## src/rtl/pipeline_trace_tracker.sv

```systemverilog
// Follows instructions through a NUM_STAGES-deep pipeline and emits one retire record per instruction
// (tag, issue/retire cycle stamps, accumulated stall cycles) into a first-word-fall-through FIFO.
module pipeline_trace_tracker #(
  parameter int NUM_STAGES = 5,
  parameter int ID_W       = 8,
  parameter int CYC_W      = 32,
  parameter int STALL_W    = 8,
  parameter int FIFO_DEPTH = 8
) (
  input  logic                          clk,
  input  logic                          rst,
  input  logic                          issue_valid,
  output logic                          issue_ready,
  input  logic [NUM_STAGES-1:0]         stall,
  input  logic [NUM_STAGES-1:0]         flush,
  output logic                          rec_valid,
  input  logic                          rec_ready,
  output logic [ID_W-1:0]               rec_id,
  output logic [CYC_W-1:0]              rec_issue_cycle,
  output logic [CYC_W-1:0]              rec_retire_cycle,
  output logic [STALL_W-1:0]            rec_stall_cnt,
  output logic [CYC_W-1:0]              cycle_cnt,
  output logic [CYC_W-1:0]              retired_cnt,
  output logic [CYC_W-1:0]              flushed_cnt,
  output logic [$clog2(FIFO_DEPTH):0]   fifo_count,
  output logic                          overflow
);

  localparam int AW  = $clog2(FIFO_DEPTH);
  localparam int CW  = AW + 1;
  localparam int FCW = $clog2(NUM_STAGES + 1);

  typedef struct packed {
    logic [ID_W-1:0]    tag;
    logic [CYC_W-1:0]   iss;
    logic [CYC_W-1:0]   ret;
    logic [STALL_W-1:0] stl;
  } rec_t;

  logic [NUM_STAGES-1:0]              hold, kill;
  logic [NUM_STAGES-1:0]              vld_q;
  logic [NUM_STAGES-1:0][ID_W-1:0]    tag_q;
  logic [NUM_STAGES-1:0][CYC_W-1:0]   iss_q;
  logic [NUM_STAGES-1:0][STALL_W-1:0] stl_q;

  logic [CYC_W-1:0] cycle_q, cycle_d, retired_q, retired_d, flushed_q, flushed_d;
  logic [ID_W-1:0]  next_id_q, next_id_d;
  logic [AW-1:0]    wr_ptr_q, wr_ptr_d, rd_ptr_q, rd_ptr_d;
  logic [CW-1:0]    cnt_q, cnt_d;
  logic             overflow_q, overflow_d;
  logic             retire, push, pop, full;
  logic [FCW-1:0]   flush_n;
  logic [CYC_W:0]   flushed_sum;
  rec_t             mem_q [FIFO_DEPTH];

  // A stage holds when it or any younger-facing downstream stage stalls; a flush
  // bit kills its own stage and everything upstream of it.
  for (genvar gi = 0; gi < NUM_STAGES; gi++) begin : g_stage
    logic               v_q, v_d;
    logic [ID_W-1:0]    t_q, t_d;
    logic [CYC_W-1:0]   i_q, i_d;
    logic [STALL_W-1:0] s_q, s_d, s_inc;

    assign hold[gi]  = |stall[NUM_STAGES-1:gi];
    assign kill[gi]  = |flush[NUM_STAGES-1:gi];
    assign s_inc     = (s_q == '1) ? s_q : s_q + 1'b1;
    assign vld_q[gi] = v_q;
    assign tag_q[gi] = t_q;
    assign iss_q[gi] = i_q;
    assign stl_q[gi] = s_q;

    if (gi == 0) begin : g_head
      always_comb begin
        v_d = v_q;
        t_d = t_q;
        i_d = i_q;
        s_d = s_q;
        if (!hold[0]) begin
          v_d = issue_valid;
          t_d = next_id_q;
          i_d = cycle_q;
          s_d = '0;
        end else if (kill[0]) begin
          v_d = 1'b0;
        end else if (v_q) begin
          s_d = s_inc;
        end
      end
    end else begin : g_body
      always_comb begin
        v_d = v_q;
        t_d = t_q;
        i_d = i_q;
        s_d = s_q;
        if (kill[gi]) begin
          v_d = 1'b0;
        end else if (hold[gi]) begin
          if (v_q) s_d = s_inc;
        end else begin
          v_d = vld_q[gi-1] && !hold[gi-1] && !kill[gi-1];
          t_d = tag_q[gi-1];
          i_d = iss_q[gi-1];
          s_d = stl_q[gi-1];
        end
      end
    end

    always_ff @(posedge clk) begin
      if (rst) begin
        v_q <= 1'b0;
        t_q <= '0;
        i_q <= '0;
        s_q <= '0;
      end else begin
        v_q <= v_d;
        t_q <= t_d;
        i_q <= i_d;
        s_q <= s_d;
      end
    end
  end

  always_comb begin
    flush_n = '0;
    for (int s = 0; s < NUM_STAGES; s++) begin
      if (vld_q[s] && kill[s]) flush_n = flush_n + FCW'(1);
    end
  end

  assign retire      = vld_q[NUM_STAGES-1] && !kill[NUM_STAGES-1] && !hold[NUM_STAGES-1];
  assign full        = (cnt_q == CW'(FIFO_DEPTH));
  assign pop         = (cnt_q != '0) && rec_ready;
  // A full FIFO still accepts a record when the head leaves in the same cycle.
  assign push        = retire && (!full || pop);
  assign flushed_sum = {1'b0, flushed_q} + (CYC_W+1)'(flush_n);

  always_comb begin
    cycle_d    = cycle_q + 1'b1;
    next_id_d  = (issue_valid && !hold[0]) ? next_id_q + 1'b1 : next_id_q;
    retired_d  = (retire && retired_q != '1) ? retired_q + 1'b1 : retired_q;
    flushed_d  = flushed_sum[CYC_W] ? '1 : flushed_sum[CYC_W-1:0];
    wr_ptr_d   = push ? wr_ptr_q + 1'b1 : wr_ptr_q;
    rd_ptr_d   = pop ? rd_ptr_q + 1'b1 : rd_ptr_q;
    cnt_d      = cnt_q + CW'(push) - CW'(pop);
    overflow_d = overflow_q | (retire && full && !pop);
  end

  always_ff @(posedge clk) begin
    if (rst) begin
      cycle_q    <= '0;
      next_id_q  <= '0;
      retired_q  <= '0;
      flushed_q  <= '0;
      wr_ptr_q   <= '0;
      rd_ptr_q   <= '0;
      cnt_q      <= '0;
      overflow_q <= 1'b0;
    end else begin
      cycle_q    <= cycle_d;
      next_id_q  <= next_id_d;
      retired_q  <= retired_d;
      flushed_q  <= flushed_d;
      wr_ptr_q   <= wr_ptr_d;
      rd_ptr_q   <= rd_ptr_d;
      cnt_q      <= cnt_d;
      overflow_q <= overflow_d;
    end
  end

  always_ff @(posedge clk) begin
    if (push) begin
      mem_q[wr_ptr_q] <= '{tag: tag_q[NUM_STAGES-1], iss: iss_q[NUM_STAGES-1],
                           ret: cycle_q, stl: stl_q[NUM_STAGES-1]};
    end
  end

  assign issue_ready      = !hold[0];
  assign rec_valid        = (cnt_q != '0);
  assign rec_id           = mem_q[rd_ptr_q].tag;
  assign rec_issue_cycle  = mem_q[rd_ptr_q].iss;
  assign rec_retire_cycle = mem_q[rd_ptr_q].ret;
  assign rec_stall_cnt    = mem_q[rd_ptr_q].stl;
  assign cycle_cnt        = cycle_q;
  assign retired_cnt      = retired_q;
  assign flushed_cnt      = flushed_q;
  assign fifo_count       = cnt_q;
  assign overflow         = overflow_q;

endmodule

```

## config.mk

```make
export PLATFORM = sky130hd
export DESIGN_NAME = pipeline_trace_tracker
export DESIGN_NICKNAME = d
export VERILOG_FILES = /design/src/rtl/pipeline_trace_tracker.sv
export SDC_FILE = /design/constraint.sdc
export NUM_CORES = 1
export LEC_CHECK = 0
export ABC_AREA = 0
export BUFFER_PORTS_ARGS = -buffer_cell sky130_fd_sc_hd__buf_4
export CAP_MARGIN = 20
export CORE_MARGIN = 3
export CORE_UTILIZATION = 60
export CTS_CLUSTER_DIAMETER = 40
export DETAILED_ROUTE_END_ITERATION = 8
export PLACE_DENSITY = 0.78
export SLEW_MARGIN = 20
export SYNTH_ARGS = -nofsm -noshare
export SYNTH_HDL_FRONTEND = slang
export SYNTH_SLANG_ARGS = --single-unit
```

## constraint.sdc

```tcl
create_clock -name clk -period 27.3 [get_ports clk]
set_clock_uncertainty 0.15 [all_clocks]
set_input_delay 5.46 -clock clk [delete_from_list [all_inputs] [get_ports clk]]
set_output_delay 5.46 -clock clk [all_outputs]
set_load 0.01 [all_outputs]
```

# == Word-level counts from Yosys, hierarchy flattened ==
# Memories as Yosys holds them, arrays and structs flattened. A register that Yosys moved wholly into a read port is not among the register bits.
# Cells that the tools add are included.
# word_totals
ff_bits,360
ramBits,640
in_bits,14
word_cells,155
memories,1
# classes
n_addsub,17
eq_ne,16
n_mux,24
bitwise,12
n_reduce_logical,57
# mem_list
name,words,width,read_ports,rd_ports_with_merged_regs,write_ports,line_no,text
mem_q,8,80,1,1,1,54,rec_t mem_q [FIFO_DEPTH];
# ops
op,n
8-bit 2-to-1 mux,12
"32-bit by 1-bit adder with 32-bit output, second input constant",2
"8-bit by 1-bit adder with 8-bit output, second input constant",6
"8-bit == test, second input constant",5
32-bit by 3-bit adder with 33-bit output,1
32-bit 2-to-1 mux,1
"32-bit != test, second input constant",1
1-bit logical AND,21
"3-bit by 1-bit adder with 3-bit output, second input constant",6
3-bit 2-to-1 mux,6
3-bit AND reduction,5
5-bit OR reduction,3
1-bit logical NOT,12
4-bit OR reduction,3
1-bit inverter,11
"2-bit by 1-bit != test with 1-bit output, second input constant",5
3-bit OR reduction,3
"2-bit != test, second input constant",4
2-bit AND reduction,4
2-bit OR reduction,4
1-bit 2-to-1 mux,5
4-bit by 1-bit adder with 4-bit output,1
"4-bit == test, second input constant",1
4-bit nonzero test,1
other kinds (3),3

# == Depth between registers and ports, before layout ==
# Gate-level depths: netlist of the first run.
# logic_depth
ltp_word,13
ltp_mapped,21
mapped_depth_nobuf,18

# == Least setup slack after synthesis of the first run ==
# Ideal clock, no wire load.
# synth_path
kind,input-to-reg
startpoint,input port stall[4]
endpoint,"memory mem_q[1][0] in the netlist's numbering, enable pin"
setup_ps,744
t_arrival_ps,14720
path_slack_ps,11687
cell_stages,5
n_path_buf,1
cell_sequence,or3b_1 -> buf_6 -> a31oi_1 -> inv_1 -> nor4b_1
# synth_via
elab_chain_cells,5
# synth_rtl
item,line_no,text
from (decl),14,"input logic [NUM_STAGES-1:0] stall,"
1-bit logical NOT,130,assign retire = vld_q[NUM_STAGES-1] && !kill[NUM_STAGES-1] && !hold[NUM_STAGES-1];
1-bit logical AND,130,
1-bit logical AND,134,assign push = retire && (!full || pop);
1-bit 2-to-1 mux,171,if (push) begin
1-bit 2-to-1 mux (implied by the code),172,"mem_q[wr_ptr_q] <= '{tag: tag_q[NUM_STAGES-1], iss: iss_q[NUM_STAGES-1],"
to (decl),54,
# No other way between the ends.

# == Worst setup path after layout of the first run ==
# layout_path
startpoint,input port stall[4]
endpoint,output port issue_ready
# layout_via
elab_chain_cells,2
# layout_rtl
item,line_no,text
5-bit OR reduction,64,assign hold[gi] = |stall[NUM_STAGES-1:gi];
1-bit logical NOT,177,assign issue_ready = !hold[0];
to (decl),13,"output logic issue_ready,"
# No other way between the ends.

==> results of run 1 <==
-- where the power goes --
part           total (uW)  internal, uW  leakage (uW)  switching, uW
combinational         496           271       0.00404            225
sequential           1620          1600       0.00935           19.0
clock                1540           919       0.00190            625
-- sequential cells by signal, indices dropped and copies added, names as in the netlist, named ones only --
signal       count
flushed_cnt     32
cycle_cnt       32
retired_cnt     32
rd_ptr_q         3
fifo_count       4
mem_q          640
g_stage.s_q     40
g_stage.i_q    160
wr_ptr_q         3
overflow         1
g_stage.t_q     40
g_stage.v_q      5
next_id_q        8
-- through the flow --
stage | cells | worst slack [ps] | cell area, sq um | hold WS (ps)
detailed placement | 3740 | 14700 | 41300 | 294
global route | 3955 | 14510 | 45200 | 308
finish | 3955 | 14680 | 45200 | 295
CTS | 3954 | 14690 | 45200 | 297
global placement | 3740 | 14680 | 41300 | 292
floorplan | 2815 | 11690 | 39000 | 282
-- cell type report --
cell class | instances | area, sq um | share of cell area
timing repair buffer | 235 | 1790 | 0.0395
multi-input combinational | 1623 | 11800 | 0.262
clock inverter | 72 | 816 | 0.0180
inverter | 34 | 128 | 0.00282
clock buffer | 142 | 3080 | 0.0682
sequential | 1003 | 26500 | 0.586
tap | 846 | 1060 | 0.0234
-- cells in the final DEF, fill, tap and decap left out, types with 13 or more instances in the layout --
cell,count
a21oi_1,300
and3_1,25
buf_4,232
clkbuf_1,17
clkbuf_16,117
clkinv_2,15
dfxtp_1,360
edfxtp_1,640
ha_1,24
inv_1,32
inv_6,13
mux2_2,81
mux4_2,160
nand2_1,510
nand3_1,42
nand4_1,29
nor2_1,93
nor3_1,23
o21ai_0,51
o31ai_1,13
or3_1,29
xnor2_1,35
xor2_1,48
-- routing by layer --
metal | global-route usage | part of all wire
met1 | 0.353 | 0.39
met2 | 0.442 | 0.51
met3 | 0.0417 | 0.074
met4 | 0.0898 | 0.026
met5 | 0 | 0
-- cells by family (layout without fill, tap and decap cells) --
kind of cell | Yosys count | count (layout)
flip-flops | 1003 | 1003
adder cells (fa/ha/maj) | 26 | 26
multiplexers | 247 | 247
AO/OA/AOI/OAI | 426 | 426
AND/OR/NAND/NOR | 841 | 841
XOR/XNOR | 83 | 83
buffers and inverters | 189 | 483
-- critical path: cells and delay by family --
| kind | cells | cell delay, ps |
|---|---|---|
| and+or+nand+nor | 2 | 390 |
| buffers and inverters | 5 | 1130 |
-- final timing paths --
path	end	slack [ps]	cells past startpoint
setup / recovery	issue_ready	14680	7
hold / removal	g_stage[4].i_q[12]	300	2
setup reg to reg	flushed_cnt[15]	23020	14
hold reg to reg	g_stage[4].i_q[12]	300	2
-- synthesized netlist by cell type, types with 26 or more instances --
cell type,number,share of area
edfxtp_1,640,0.49
nand2_1,511,0.049
dfxtp_1,363,0.19
a21oi_1,300,0.039
mux4_2,160,0.092
clkbuf_1,127,0.012
nor2_1,98,0.0094
mux2_2,81,0.023
o21ai_0,51,0.0065
xor2_1,48,0.011
nand3_1,42,0.0054
xnor2_1,35,0.0079
inv_1,32,0.0031
nand4_1,29,0.0047
or3_1,29,0.0047
nor3_1,26,0.0033
==> results_dict.tcl, run 1 <==
set metrics [dict create \
    final-setup-viol-count 0 \
    critical_path.max_stage_delay_ps 380 \
    worstSetupStartpoint "stall[4]" \
    detail_route.vias_per_cell 6.13 \
    die_y_microns 261 \
    synth_edf_count 640 \
    yosys_register_bits 1003 \
    synth_xor_area_frac 0.0187 \
    fp-row-count 92 \
    total_leakage_power_uw 0.0153 \
    avgSynthCellArea_sq_um 13.8 \
    clk_pin_slew_worst_paths_ps 60 \
    yosys_warnings 0 \
    cts-hold-fix-buffers 0 \
    syn-num-nets 2855 \
    cts_tree "built" \
    count_of_routing_violations_after_the_opening_detailed_route_iteration 2169 \
    detail_route.wirelength_mm 88.8 \
    cts-root-buf "clkbuf_16" \
    firstDrtPassIters 6 \
    layout_min_cycle_time_ps 12620 \
    hold_path_startpoint "g_stage[3].i_q[12]" \
    final_hold_viol_count 0 \
    areaGrowthSynthToFinish_pct 16.0 \
    crit_path_max_fanout 42 \
    wl_per_cell_microns 22.4 \
    post-dp-hpwl_mm 49.7 \
    place.port_buffers 196 \
    gr-total-overflow 0 \
    adder_and_majority_gate_portion_of_the_synthesized_area 0.00873 \
    setup.worst_path.class "in2out" \
    initial_utilization 0.612 \
    share_of_post_route_cells_with_drive_strength_above_1 0.226 \
    most_used_cell_along_the_critical_path "buf_4" \
    num-nets-final 3050 \
    die_area_sq_um 68100 \
    critical_path_required_ps 21690 \
    grt_start_max_net_pins 150 \
    synthesis.area_sq_um 39000 \
    fmax_mhz 79.2 \
    cts-root-to-sink-buffers 3 \
    antenna_left 0 \
    synthFlopType "edfxtp_1" \
    die_width_microns 261 \
    cp_endpoint_kind "primary output" \
    cts.sinks 1003 \
    max_capacitance_violation_count 0 \
    worst_pin_slew_ps 1090 \
    postLayoutCoreUtil 0.710 \
    outcome "finished clean" \
    antenna_violations_before_repair 0 \
    synthesis.instances 2815 \
    start_kind "primary input" \
    route.vias.total 24242 \
    arrival_time_at_the_worst_endpoint_ps 7010 \
    clock_insertion_delay_at_the_later_pin_of_the_skew_report_ps 670 \
    grt_pass1_vias 24260 \
    rsz_0062_raised_after_global_routing "no" \
    ctsHtreeMaxLevel 3 \
    synth_compound_area_frac 0.0601 \
    cts_buffers 113 \
    post_synth_mux_area_share 0.117 \
    synth.lib_cells_used.distinct 61 \
    core_area_sq_um 63700 \
    boundaryPins 197 \
    crit_chain "buf_4, nor4_2, buf_4, nand2_1, clkinv_1, buf_4, buf_4" \
    ir_drop_uv 57.6 \
    synth_async_sr_flop_share 0 \
    grt_first_pass_wirelength_mm 139 \
    r2r_start "g_stage[1].v_q" \
    antenna_cells 0 \
    worst_slew_margin_rel 0.271 \
    final.fill_count 4030 \
    drc_errors 0 \
    hold_path_class "reg2reg" \
    power.density_nw_per_um2 81.0 \
    min_period_over_period 0.462 \
    synth_simple_gate_area_share 0.0966 \
    slew_viol_final 0 \
    crit_slowest_cell "buf_4" \
    globalplace.congestion 0.847 \
    grt_use_total 0.263 \
    post-layout-total-power_uw 3660 \
    synth_top_family_by_area "multiplexers" \
    post-cts-setup-buffers 0 \
    ctsResizeCount 0 \
    totalNegativeSetupSlack_ps 0 \
    ys_seq_area_frac 0.680 \
]
(Power assumes the default switching activity.)
==> run 2, diff against run 1 <==
==> constraint.sdc (replaced) <==
create_clock -name clk -period 11.7 [get_ports clk]
set_clock_uncertainty 0.15 [all_clocks]
set_input_delay 2.34 -clock clk [delete_from_list [all_inputs] [get_ports clk]]
set_output_delay 2.34 -clock clk [all_outputs]
set_load 0.01 [all_outputs]
==> results_dict.tcl, run 2 (synthesized netlist as in run 1, its figures left out) <==
set metrics [dict create \
    outcome "finished clean" \
    num-nets-final 3047 \
    switching_power_uw 2000 \
    core_area_sq_um 63700 \
    share_of_post_route_cells_with_drive_strength_above_1 0.223 \
    boundaryPins 197 \
    drt-met1-wl_mm 35.2 \
    clkPwrFrac 0.420 \
    ir_drop_uv 128 \
    wl_per_cell_microns 22.0 \
    total_leakage_power_uw 0.0153 \
    detail_route.vias_per_cell 6.07 \
    rrSetupSlack_ps 7390 \
    max_capacitance_violation_count 0 \
    fmax_mhz 148 \
    detail_route.wirelength_mm 87.1 \
    cts.sinks 1003 \
    top_layer "met4" \
    cts_tree "built" \
    ctsHtreeMaxLevel 3 \
    slew_viol_final 0 \
    antenna_left 0 \
    critical_path_required_ps 12020 \
    die_area_sq_um 68100 \
    hold_path_class "reg2reg" \
    r2r_start "g_stage[1].v_q" \
    hold_path_depth 2 \
    cts_buffers 112 \
    critPathBufInv 1 \
    clock_insertion_delay_at_the_later_pin_of_the_skew_report_ps 670 \
    layout_min_cycle_time_ps 6750 \
    drc_errors 0 \
    gr-total-overflow 0 \
    critPathTopFamily "simple AND/OR/NAND/NOR gates" \
    grt_pass1_vias 24219 \
    largestRegisters "mem_q x640, g_stage.i_q x160" \
    final_hold_viol_count 0 \
    cts-root-buf "clkbuf_16" \
    largest_reg_flops 640 \
    internal-power_uw 6490 \
    setup.worst_path.class "in2reg" \
    power_frac_seq 0.447 \
    min_period_over_period 0.577 \
    power_frac_comb 0.133 \
    final-setup-viol-count 0 \
    route.vias.total 23980 \
    cts-hold-fix-buffers 0 \
    critical_path.max_stage_delay_ps 860 \
    die_y_microns 261 \
    antenna_cells 0 \
    wl_met3_mm 5.92 \
    dpl_cell_area_sq_um 41300 \
    worstSetupStartpoint "flush[4]" \
    crit_chain "buf_4, or3_1, or2_2, o21a_1, ha_1, xor2_1, mux2i_1, ha_1, nand3_1, xnor2_1, xnor2_1, ha_1, nor2b_1, o2111ai_1, or3_1, a21oi_1" \
    post-dp-hpwl_mm 49.4 \
    most-common-layout-cells "edfxtp_1 (640), nand2_1 (510), dfxtp_1 (360)" \
    totalNegativeSetupSlack_ps 0 \
    worst_pin_slew_ps 1010 \
    grt_start_max_net_pins 228 \
    rsz_0062_raised_after_global_routing "no" \
    arrival_time_at_the_worst_endpoint_ps 7070 \
    design_area_sq_um 45200 \
    fp-row-count 92 \
    p_sw_frac 0.236 \
    met2RoutedLength_mm 43.7 \
    mostFrequentLayoutCell "edfxtp_1" \
    cts-root-to-sink-buffers 3 \
    crit_slowest_cell "or3_1" \
    grt_use_total 0.260 \
    clk_pin_slew_worst_paths_ps 60 \
    place.port_buffers 196 \
    cp_endpoint_kind "flop" \
    hold_path_startpoint "g_stage[2].i_q[10]" \
    die_width_microns 261 \
    ctsResizeCount 0 \
    globalplace.congestion 0.861 \
    initial_utilization 0.612 \
    firstDrtPassIters 6 \
    worst-r2r-cell-count 14 \
    areaGrowthSynthToFinish_pct 15.9 \
    crit_path_max_fanout 28 \
    power.density_nw_per_um2 188 \
    rr_endpoint "flushed_cnt[0]" \
    count_of_routing_violations_after_the_opening_detailed_route_iteration 2121 \
    start_kind "primary input" \
    most_used_cell_along_the_critical_path "ha_1" \
    antenna_violations_before_repair 1 \
    post-cts-setup-buffers 0 \
    worst_slew_margin_rel 0.323 \
    registers.top_by_ff_count "mem_q" \
    holdPathEnd "g_stage[3].i_q[10]" \
    grt_first_pass_wirelength_mm 138 \
]
[run 2: how the worst max path moves through the flow]
stage | endpoint | slack [ps] | cells after the start
floorplan | mem_q[1][0] | -790 | 5
global placement | flushed_cnt[1] | 4550 | 16
detailed placement | flushed_cnt[1] | 4370 | 16
CTS | rec_stall_cnt[3] | 4970 | 5
global route | flushed_cnt[23] | 4660 | 17
finish | flushed_cnt[0] | 4950 | 16
[run 2: metrics by stage]
stage | worst slack, ps | hold WS (ps) | total power (uW) | utilization | cells
after detailed placement | 4370 | 295 | 5010 | 0.648 | 3739
after global placement | 4550 | 289 | 5000 | 0.648 | 3739
after CTS | 4970 | 305 | 8560 | 0.710 | 3953
after global routing | 4660 | 315 | 8770 | 0.710 | 3953
after floorplan | -793 | 282 | 4630 | - | 2815
final | 4950 | 300 | 8490 | 0.710 | 3953
[run 2: power by group through the flow]
stage	Combinational, uW	Sequential (uW)	Clock, uW
after CTS	1150	3800	3620
final	1130	3790	3570
after global routing	1210	3800	3750
after global placement	1130	3870	0
after floorplan	804	3820	0
after detailed placement	1140	3870	0
[run 2: tightest hold or removal path, cell delays in order, from the launching register on]
cell     delay [ps]
dfxtp_1         310
nand2_1          50
a21oi_1          50
[run 2: per-layer routing]
metal | vias to the layer above | global-route usage
met5 | - | 0
met4 | 0 | 0.0780
met3 | 148 | 0.0500
met2 | 871 | 0.434
met1 | 12104 | 0.351
li1 | 10857 | -
[run 2: final cells by class]
| cell class | instances | area (sq um) |
|---|---|---|
| Clock inverter | 68 | 706 |
| Inverter | 34 | 128 |
| Tap cell | 846 | 1060 |
| Sequential cell | 1003 | 26500 |
| Multi-Input combinational cell | 1623 | 11800 |
| Fill cell | 3983 | 18500 |
| Timing Repair Buffer | 233 | 1770 |
| Clock buffer | 146 | 3180 |
